## src/rtl/rotary_array.sv

```systemverilog
// Multi-channel T-phase rotary encoder front end: input sync, glitch rejection,
// fast/slow step commit, velocity-dependent step size and host preload.
module rotary_array #(
  parameter int CH       = 2,
  parameter int N        = 12,
  parameter int INIT     = 0,
  parameter int SAT      = 1,
  parameter int T        = 3,
  parameter int DEB      = 200000,
  parameter int ACC_WIN  = 0,
  parameter int ACC_STEP = 4,
  localparam int W  = $clog2(N),
  localparam int CW = (CH > 1) ? $clog2(CH) : 1
) (
  input  logic            clk_i,
  input  logic            rst_i,
  input  logic [CH*T-1:0] rot_ni,
  input  logic            ld_i,
  input  logic [CW-1:0]   ld_ch_i,
  input  logic [W-1:0]    ld_val_i,
  output logic [CH*W-1:0] counter_o,
  output logic [CH-1:0]   inc_o,
  output logic [CH-1:0]   dec_o
);

  localparam int          WP    = W + 1;
  localparam logic [W:0]  N_MAX = WP'(N - 1);
  localparam logic [W:0]  N_W   = WP'(N);
  localparam logic [W:0]  K_ACC = WP'(ACC_STEP);
  localparam logic [W:0]  K_ONE = WP'(1);
  localparam logic [31:0] DEB_W = 32'(DEB);
  localparam logic [31:0] WIN_W = 32'(ACC_WIN);

  function automatic logic [T-1:0] rot_r(input logic [T-1:0] x);
    return {x[0], x[T-1:1]};
  endfunction

  function automatic logic [T-1:0] rot_l(input logic [T-1:0] x);
    return {x[T-2:0], x[T-1]};
  endfunction

  logic [CH*T-1:0] sync1_q, sync2_q;

  always_ff @(posedge clk_i) begin
    if (rst_i) begin
      sync1_q <= '1;
      sync2_q <= '1;
    end else begin
      sync1_q <= rot_ni;
      sync2_q <= sync1_q;
    end
  end

  // mode  | meaning
  // IDLE  | cur == ref: settled, waiting for a non-idle pattern
  // TRACK | cur != ref: new pattern seen, fast commit or debounce pending
  for (genvar c = 0; c < CH; c++) begin : g_ch
    logic [T-1:0] s, cur_q, cur_d, ref_q, ref_d;
    logic [31:0]  tmr_q, tmr_d, gap_q, gap_d;
    logic         dir_q, dir_d;
    logic [W-1:0] cnt_q, cnt_d;
    logic         inc_q, inc_d, dec_q, dec_d;
    logic         fwd, bwd, ld_hit;
    logic [W:0]   v, k, up_v, dn_v, ld_v;

    assign s = sync2_q[c*T +: T];

    always_comb begin
      cur_d  = cur_q;
      ref_d  = ref_q;
      tmr_d  = tmr_q;
      fwd    = 1'b0;
      bwd    = 1'b0;
      if (cur_q == ref_q) begin
        if (s != '1) begin
          cur_d = s;
          tmr_d = '0;
        end
      end else if (s != cur_q) begin
        cur_d = s;
        tmr_d = '0;
        if (cur_q == rot_r(ref_q) && s == rot_r(cur_q)) begin
          fwd   = 1'b1;
          ref_d = cur_q;
        end else if (cur_q == rot_l(ref_q) && s == rot_l(cur_q)) begin
          bwd   = 1'b1;
          ref_d = cur_q;
        end
      end else if (tmr_q < DEB_W) begin
        tmr_d = tmr_q + 32'd1;
      end else begin
        // debounce expiry: adopt the pattern, step only if it is a neighbour
        tmr_d = '0;
        ref_d = cur_q;
        fwd   = (cur_q == rot_r(ref_q));
        bwd   = !fwd && (cur_q == rot_l(ref_q));
      end

      v = {1'b0, cnt_q};
      k = (ACC_WIN > 0 && gap_q < WIN_W && fwd == dir_q) ? K_ACC : K_ONE;
      up_v = v + k;
      if (SAT != 0) begin
        if (up_v > N_MAX) up_v = N_MAX;
      end else if (up_v >= N_W) begin
        up_v = up_v - N_W;
      end
      if (v < k) dn_v = (SAT != 0) ? '0 : v + N_W - k;
      else       dn_v = v - k;

      ld_hit = ld_i && (ld_ch_i == CW'(c));
      ld_v   = ({1'b0, ld_val_i} >= N_W) ? N_MAX : {1'b0, ld_val_i};

      cnt_d = cnt_q;
      if (ld_hit)   cnt_d = ld_v[W-1:0];
      else if (fwd) cnt_d = up_v[W-1:0];
      else if (bwd) cnt_d = dn_v[W-1:0];

      inc_d = fwd && !ld_hit;
      dec_d = bwd && !ld_hit;
      dir_d = (fwd || bwd) ? fwd : dir_q;
      if (fwd || bwd)         gap_d = '0;
      else if (gap_q < WIN_W) gap_d = gap_q + 32'd1;
      else                    gap_d = gap_q;
    end

    always_ff @(posedge clk_i) begin
      if (rst_i) begin
        cur_q <= '1;
        ref_q <= '1;
        tmr_q <= '0;
        gap_q <= WIN_W;
        dir_q <= 1'b0;
        cnt_q <= W'(INIT);
        inc_q <= 1'b0;
        dec_q <= 1'b0;
      end else begin
        cur_q <= cur_d;
        ref_q <= ref_d;
        tmr_q <= tmr_d;
        gap_q <= gap_d;
        dir_q <= dir_d;
        cnt_q <= cnt_d;
        inc_q <= inc_d;
        dec_q <= dec_d;
      end
    end

    assign counter_o[c*W +: W] = cnt_q;
    assign inc_o[c]            = inc_q;
    assign dec_o[c]            = dec_q;
  end

endmodule

```

## config.mk

```make
export PLATFORM = sky130hd
export DESIGN_NAME = rotary_array
export DESIGN_NICKNAME = d
export VERILOG_FILES = /design/src/rtl/rotary_array.sv
export SDC_FILE = /design/constraint.sdc
export NUM_CORES = 1
export LEC_CHECK = 0
export BUFFER_PORTS_ARGS = -buffer_cell sky130_fd_sc_hd__buf_2
export CAP_MARGIN = 10
export CORE_UTILIZATION = 30
export CTS_CLUSTER_SIZE = 12
export DETAILED_ROUTE_END_ITERATION = 7
export GPL_TIMING_DRIVEN = 0
export PLACE_DENSITY = 0.55
export SKIP_CTS_REPAIR_TIMING = 1
export SLEW_MARGIN = 40
export SYNTH_ARGS = -nofsm -noshare
export SYNTH_HDL_FRONTEND = slang
export SYNTH_SLANG_ARGS = --single-unit
```

## constraint.sdc

```tcl
create_clock -name clk_i -period 2.6 [get_ports clk_i]
set_input_delay 0.52 -clock clk_i [delete_from_list [all_inputs] [get_ports clk_i]]
set_output_delay 0.52 -clock clk_i [all_outputs]
set_load 0.005 [all_outputs]
```

==> results of run 1 <==
-- routing by layer --
metal / GRT usage (%) / vias to the layer above / routed length (um)
li1: - / 2184 / -
met1: 17.0 / 1993 / 5620
met2: 21.5 / 49 / 5170
met3: 3.91 / 13 / 400
met4: 5.11 / 0 / 173
met5: 0 / - / 0
-- sequential cells by signal, indices dropped and copies added (netlist names) --
| signal | flops |
|---|---|
| g_ch.ref_q | 6 |
| g_ch.dec_q | 2 |
| g_ch.cnt_q | 8 |
| g_ch.tmr_q | 64 |
| sync1_q | 6 |
| g_ch.inc_q | 2 |
| g_ch.cur_q | 6 |
| sync2_q | 6 |
-- report_power, final --
group          switching [W]  internal (W)  leakage [nW]
combinational       0.000360      0.000229          1.17
sequential         0.0000303       0.00157         0.811
clock               0.000609      0.000803         0.156
total               0.000999       0.00260          2.14
-- critical path, cell delays in order, from the launching register on --
cell and delay (ns):
dfxtp_1 0.38, buf_4 0.21, xor2_1 0.11, nor3_4 0.35, nand4_1 0.40, a21oi_1 0.33, clkbuf_1 0.29, and2_1 0.18
-- layout by cell type, fill, tap and decap left out, types with 4 or more instances in the layout --
cell,n
nand2_1,40
xnor2_1,24
nor3_1,18
nor4_1,12
a21oi_1,26
clkbuf_16,9
inv_1,16
dfxtp_1,100
xor2_1,32
and2_1,27
or2_2,13
o21ai_0,21
buf_2,39
mux2i_1,7
nor2_1,61
nand3_1,26
nor2b_1,4
nand4_1,18
clkbuf_1,14
or3_1,8
and4_1,4
nor3b_1,4
ha_1,8
a31oi_1,6
nor4bb_1,4
and3_1,10
buf_4,8
-- how the worst min path moves through the flow --
stage / from / endpoint / slack [ns] / depth (start not counted)
after global placement: sync1_q[5] / sync2_q[5] / 0.39 / 1
after CTS: rot_ni[1] / sync1_q[1] / 0.33 / 2
after global routing: rot_ni[2] / sync1_q[2] / 0.33 / 2
after floorplan: sync1_q[0] / sync2_q[0] / 0.39 / 1
after detailed placement: sync1_q[5] / sync2_q[5] / 0.39 / 1
final: rot_ni[0] / sync1_q[0] / 0.34 / 2
-- logic make-up after synthesis --
family / after synthesis
buf+inv: 55
flops: 100
xor+xnor: 56
fa+ha+maj: 8
simple gates: 267
compound gates: 103
mux: 8
-- layout make-up --
class | count | area (um^2) | area share, %
plain buffers | 38 | 198 | 3.39
repair buffers | 25 | 125 | 2.15
clock buffers | 11 | 253 | 4.34
clock inverters | 5 | 57.6 | 0.987
multi-input cells | 442 | 2860 | 49.0
flip-flops and latches | 100 | 2000 | 34.3
inverters | 17 | 63.8 | 1.09
well taps | 220 | 275 | 4.72
-- stage by stage --
step,std cells,hold slack [ns],total power [W]
floorplan,597,0.389,0.00207
global placement,842,0.393,0.00221
detailed placement,842,0.395,0.00222
CTS,858,0.330,0.00364
global route,858,0.334,0.00377
finish,858,0.344,0.00360
==> results.json, run 1 <==
{
  "status": "completed",
  "hpwl_um": 8130,
  "worstSetupPathType": "flip-flop to flip-flop",
  "finalMaxSlewViolations": 0,
  "synthAdderAreaFrac_pct": 1.96,
  "setup_ws_ns": 0.301,
  "final-setup-viol-count": 0,
  "p_leak_nw": 2.14,
  "fillers": 1714,
  "die_w_um": 133,
  "slew_headroom_pct": 59.5,
  "antenna_cells": 0,
  "r2r-start": "g_ch[1].cur_q[0]",
  "worstMarginPinSlew_ns": 0.608,
  "fin_area_mm2": 0.00583,
  "grt.total_usage_pct": 13.4,
  "avgSynthCellArea_um2": 8.57,
  "rows": 47,
  "firstDrtPassIters": 5,
  "ys_ff_latch": 100,
  "cts_buffers": 9,
  "synth_common_cells": "dfxtp_1 (100), nor2_1 (61), nand2_1 (40)",
  "p_per_area_mw_per_mm2": 617,
  "cts_max_path_buffers": 2,
  "fp.dieH_um": 133,
  "synthTopCellsByArea": "dfxtp_1 (39%), xor2_1 (5.5%), nor2_1 (4.5%)",
  "grt_max_degree": 17,
  "grt_pass1_vias": 3927,
  "asyncSetResetFlopFracSynth_pct": 0,
  "wl_per_cell_um": 13.2,
  "clock_latency_ns": 0.36,
  "synth_fp_nets": 619,
  "final_util_pct": 35.0,
  "synthCells": 597,
  "rsz0062_at_grt": "no",
  "synth_top_family_by_area": "simple AND/OR/NAND/NOR gates",
  "yosysMostFrequentCell": "dfxtp_1",
  "grt_first_pass_wirelength_um": 19000,
  "path_clk_slew_ns": 0.07,
  "critPathMaxFanout": 10,
  "timing.rr.end": "g_ch[1].tmr_q[24]",
  "hold_path.class": "input port to flip-flop",
  "die_area_mm2": 0.0176,
  "final_nets": 655,
  "start_util_pct": 30.8,
  "hold_violations": 0,
  "yosysSeqAreaShare_pct": 39.1,
  "vias": 4239,
  "arrival_ns": 2.60,
  "yosysWarnings": 0,
  "tns_ns": 0,
  "synth-edff-count": 0,
  "wl_um": 11400,
  "cp-endpoint": "g_ch[1].tmr_q[24]",
  "syn_area_mm2": 0.00512,
  "end_kind": "flip-flop",
  "layout-drive-gt1-share_pct": 15.0,
  "worstSetupStartpointType": "flip-flop",
  "areaGrowthSynthToFinish_pct": 13.9,
  "synthMuxAreaShare_pct": 1.59,
  "drt_iter0_drc": 178,
  "cts_tree": "done",
  "yosysTopAreaCellShare_pct": 39.1,
  "crit_path_start": "g_ch[1].cur_q[0]",
  "htreeDepth": 3,
  "required_ns": 2.90,
  "irDropWorstVdd_v": 0.000337,
  "grt_overflow": 0,
  "core_mm2": 0.0166,
  "synth_compound_area_share_pct": 14.0,
  "maxCapViolations": 0,
  "io_buffers": 25,
  "viasPerCell": 4.94,
  "cts-root-buf": "clkbuf_16",
  "finClkSkew_ns": 0.00985,
  "cts.sinks": 100,
  "synth_xor_area_share_pct": 9.58,
  "antenna_found_initial": 0,
  "drtAntennaViolNets": 0,
  "yosysUniqueCellTypes": 75,
  "ys.flop_type": "dfxtp_1",
  "drcViolationCount": 0,
  "place_ws_ns": 0.310,
  "synth_top_area_cell": "dfxtp_1",
  "r2r_cells": 7,
  "io-pin-count": 26,
  "gp_congestion": 0.857,
  "fmax_mhz": 435,
  "rrSetupSlack_ns": 0.30,
  "post-route-min-period_ns": 2.30,
  "placed_cell_area_mm2": 0.00552,
  "period_share_pct": 88.4,
  "synth-simple-area-share_pct": 28.6
}
No activity file was read; power rests on OpenSTA's default activity.
==> run 2, diff against run 1 <==
--- a/config.mk
+++ b/config.mk
@@ -5,8 +5,9 @@
 export SDC_FILE = /design/constraint.sdc
 export NUM_CORES = 1
 export LEC_CHECK = 0
+export ABC_AREA = 1
 export BUFFER_PORTS_ARGS = -buffer_cell sky130_fd_sc_hd__buf_2
-export CAP_MARGIN = 10
+export CAP_MARGIN = 30
 export CORE_UTILIZATION = 30
 export CTS_CLUSTER_SIZE = 12
 export DETAILED_ROUTE_END_ITERATION = 7
==> run 2 against run 1 <==
Critical path depth increased by 5. Via count increased by 14%. Non-clock buffer count is 12 lower. Critical endpoint is now g_ch[1].cnt_q[0]. Register-to-register slack gained 0.43 ns. Wire length up 7.9%. Global-route usage up 0.083 points. Clock power about the same. Worst hold slack better by 0.0050 ns. Sequential share of layout area shrank 2.4 points.
==> results.json, run 2 <==
{
  "drcViolationCount": 0,
  "cp_cell_sequence": "inv_1 -> ha_1 -> nand2_1 -> o21ai_0 -> a21boi_0 -> nand2_1 -> nand2_1 -> inv_1 -> nand2_1 -> nand2_1 -> nand2_1 -> a21oi_2",
  "period_share_pct": 72.0,
  "io-pin-count": 26,
  "viasPerCell": 4.57,
  "core_mm2": 0.0180,
  "fp.dieH_um": 138,
  "p_per_area_mw_per_mm2": 931,
  "final-setup-viol-count": 0,
  "fillers": 1923,
  "die_area_mm2": 0.0190,
  "cts.sinks": 100,
  "required_ns": 2.82,
  "avgSynthCellArea_um2": 7.04,
  "rsz0062_at_grt": "no",
  "grt_pass1_vias": 4258,
  "hpwl_um": 9010,
  "p_leak_nw": 2.73,
  "mostFrequentLayoutCells": "nand2_1 (187), dfxtp_1 (100), nor2_1 (95)",
  "final_util_pct": 34.8,
  "finClkSkew_ns": 0.0108,
  "wl_um": 12300,
  "drt_iter0_drc": 314,
  "placed_cell_area_mm2": 0.00595,
  "status": "completed",
  "yosysWarnings": 0,
  "areaGrowthSynthToFinish_pct": 13.1,
  "antenna_found_initial": 0,
  "post-route-min-period_ns": 1.87,
  "hold_path.class": "input port to flip-flop",
  "wl_per_cell_um": 11.6,
  "grt_max_degree": 19,
  "worstSetupStartpointType": "flip-flop",
  "cts_max_path_buffers": 2,
  "grt_first_pass_wirelength_um": 20200,
  "fin_area_mm2": 0.00627,
  "firstDrtPassIters": 4,
  "drtAntennaViolNets": 0,
  "fmax_mhz": 534,
  "htreeDepth": 3,
  "reg_top3": "g_ch.tmr_q (64), g_ch.cnt_q (8)",
  "rows": 49,
  "path_clk_slew_ns": 0.07,
  "hold_violations": 0,
  "grt.total_usage_pct": 13.5,
  "top_register": "g_ch.tmr_q",
  "yosysSeqAreaShare_pct": 36.2,
  "gp_congestion": 0.830,
  "worstSetupPathType": "flip-flop to flip-flop",
  "worstMarginPinSlew_ns": 0.730,
  "antenna_cells": 0,
  "cpMostUsedCell": "nand2_1",
  "irDropWorstVdd_v": 0.000510,
  "layout_commonest_cell": "nand2_1",
  "slew_headroom_pct": 51.3,
  "synth_fp_nets": 809,
  "syn_area_mm2": 0.00554,
  "ys_ff_latch": 100,
  "io_buffers": 25,
  "clock_latency_ns": 0.35,
  "cts_buffers": 9,
  "yosysUniqueCellTypes": 48,
  "critPathTopFamily": "flip-flops",
  "grt_overflow": 0,
  "yosysMostFrequentCell": "nand2_1",
  "critPathMaxFanout": 7,
  "cpMaxStageDelayCell": "dfxtp_1",
  "start_util_pct": 30.7,
  "dp.cells": 1041,
  "cts-root-buf": "clkbuf_16",
  "ys.flop_type": "dfxtp_1",
  "cts_tree": "done",
  "slowest_delay_ns": 0.47,
  "asyncSetResetFlopFracSynth_pct": 0,
  "yosysTopAreaCellShare_pct": 36.2,
  "final_nets": 845,
  "finalMaxSlewViolations": 0,
  "synth_common_cells": "nand2_1 (187), dfxtp_1 (100), nor2_1 (95)",
  "synth_top_area_cell": "dfxtp_1",
  "tns_ns": 0,
  "synth-edff-count": 0,
  "worst-path-buf-inv": 2,
  "synthCells": 787,
  "arrival_ns": 2.09,
  "end_kind": "flip-flop",
  "final_cells": 1057,
  "die_w_um": 138,
  "layout-drive-gt1-share_pct": 15.6,
  "maxCapViolations": 0,
  "largest_register_ffs": 64,
  "vias": 4826,
  "synthTopCellsByArea": "dfxtp_1 (36%), nand2_1 (13%), nor2_1 (6.4%)"
}
[run 2: worst reg2reg max path: cells and delay by family (launching register included)]
family	cells	cell delay, ns
buf+inv	2	0.18
fa+ha+maj	1	0.33
simple gates	6	0.39
compound gates	3	0.39
flops	1	0.47
[run 2: path summary, 6_finish.rpt]
path / from / endpoint / slack [ns] / cells past startpoint
setup reg to reg: g_ch[1].cnt_q[0] / g_ch[1].cnt_q[0] / 0.73 / 12
hold / removal: rot_ni[4] / sync1_q[4] / 0.35 / 2
setup / recovery: g_ch[1].cnt_q[0] / g_ch[1].cnt_q[0] / 0.73 / 12
hold reg to reg: sync1_q[3] / sync2_q[3] / 0.41 / 1
[run 2: layout make-up]
class	count	area, um^2	share of cell area (%)
Inverter	90	339	5.41
Multi-Input combinational cell	571	3020	48.2
Tap cell	229	287	4.57
Timing Repair Buffer	25	125	2.00
Clock buffer	10	239	3.81
Buffer	26	179	2.86
Clock inverter	6	77.6	1.24
Sequential cell	100	2000	31.9
[run 2: through the flow]
step,hold slack (ns),setup WS (ns),total power [W]
final,0.349,0.729,0.00583
after global routing,0.349,0.543,0.00636
after CTS,0.333,0.697,0.00592
after detailed placement,0.394,0.717,0.00446
after global placement,0.393,0.673,0.00447
after floorplan,0.389,0.983,0.00389
[run 2: layer usage]
layer	GRT usage, %	share of wire, %	up-vias
li1	-	-	2592
met1	18.5	52	2166
met2	21.3	44	57
met3	2.38	2.9	11
met4	4.65	1.1	0
met5	0	0	-
[run 2: kinds of logic after synthesis]
family	count (synthesis)	share of synthesized area, %
flip-flops	100	36.2
AND/OR/NAND/NOR	431	35.7
AO/OA/AOI/OAI	93	10.1
adder cells (fa/ha/maj)	8	1.81
buffers and inverters	116	9.35
XOR/XNOR	39	6.98
[run 2: report_power, final]
| part | switching, W | leakage (nW) | internal, W |
|---|---|---|---|
| Clock | 0.000634 | 0.154 | 0.000794 |
| Sequential | 0.000149 | 0.813 | 0.00167 |
| Combinational | 0.00161 | 1.76 | 0.000968 |
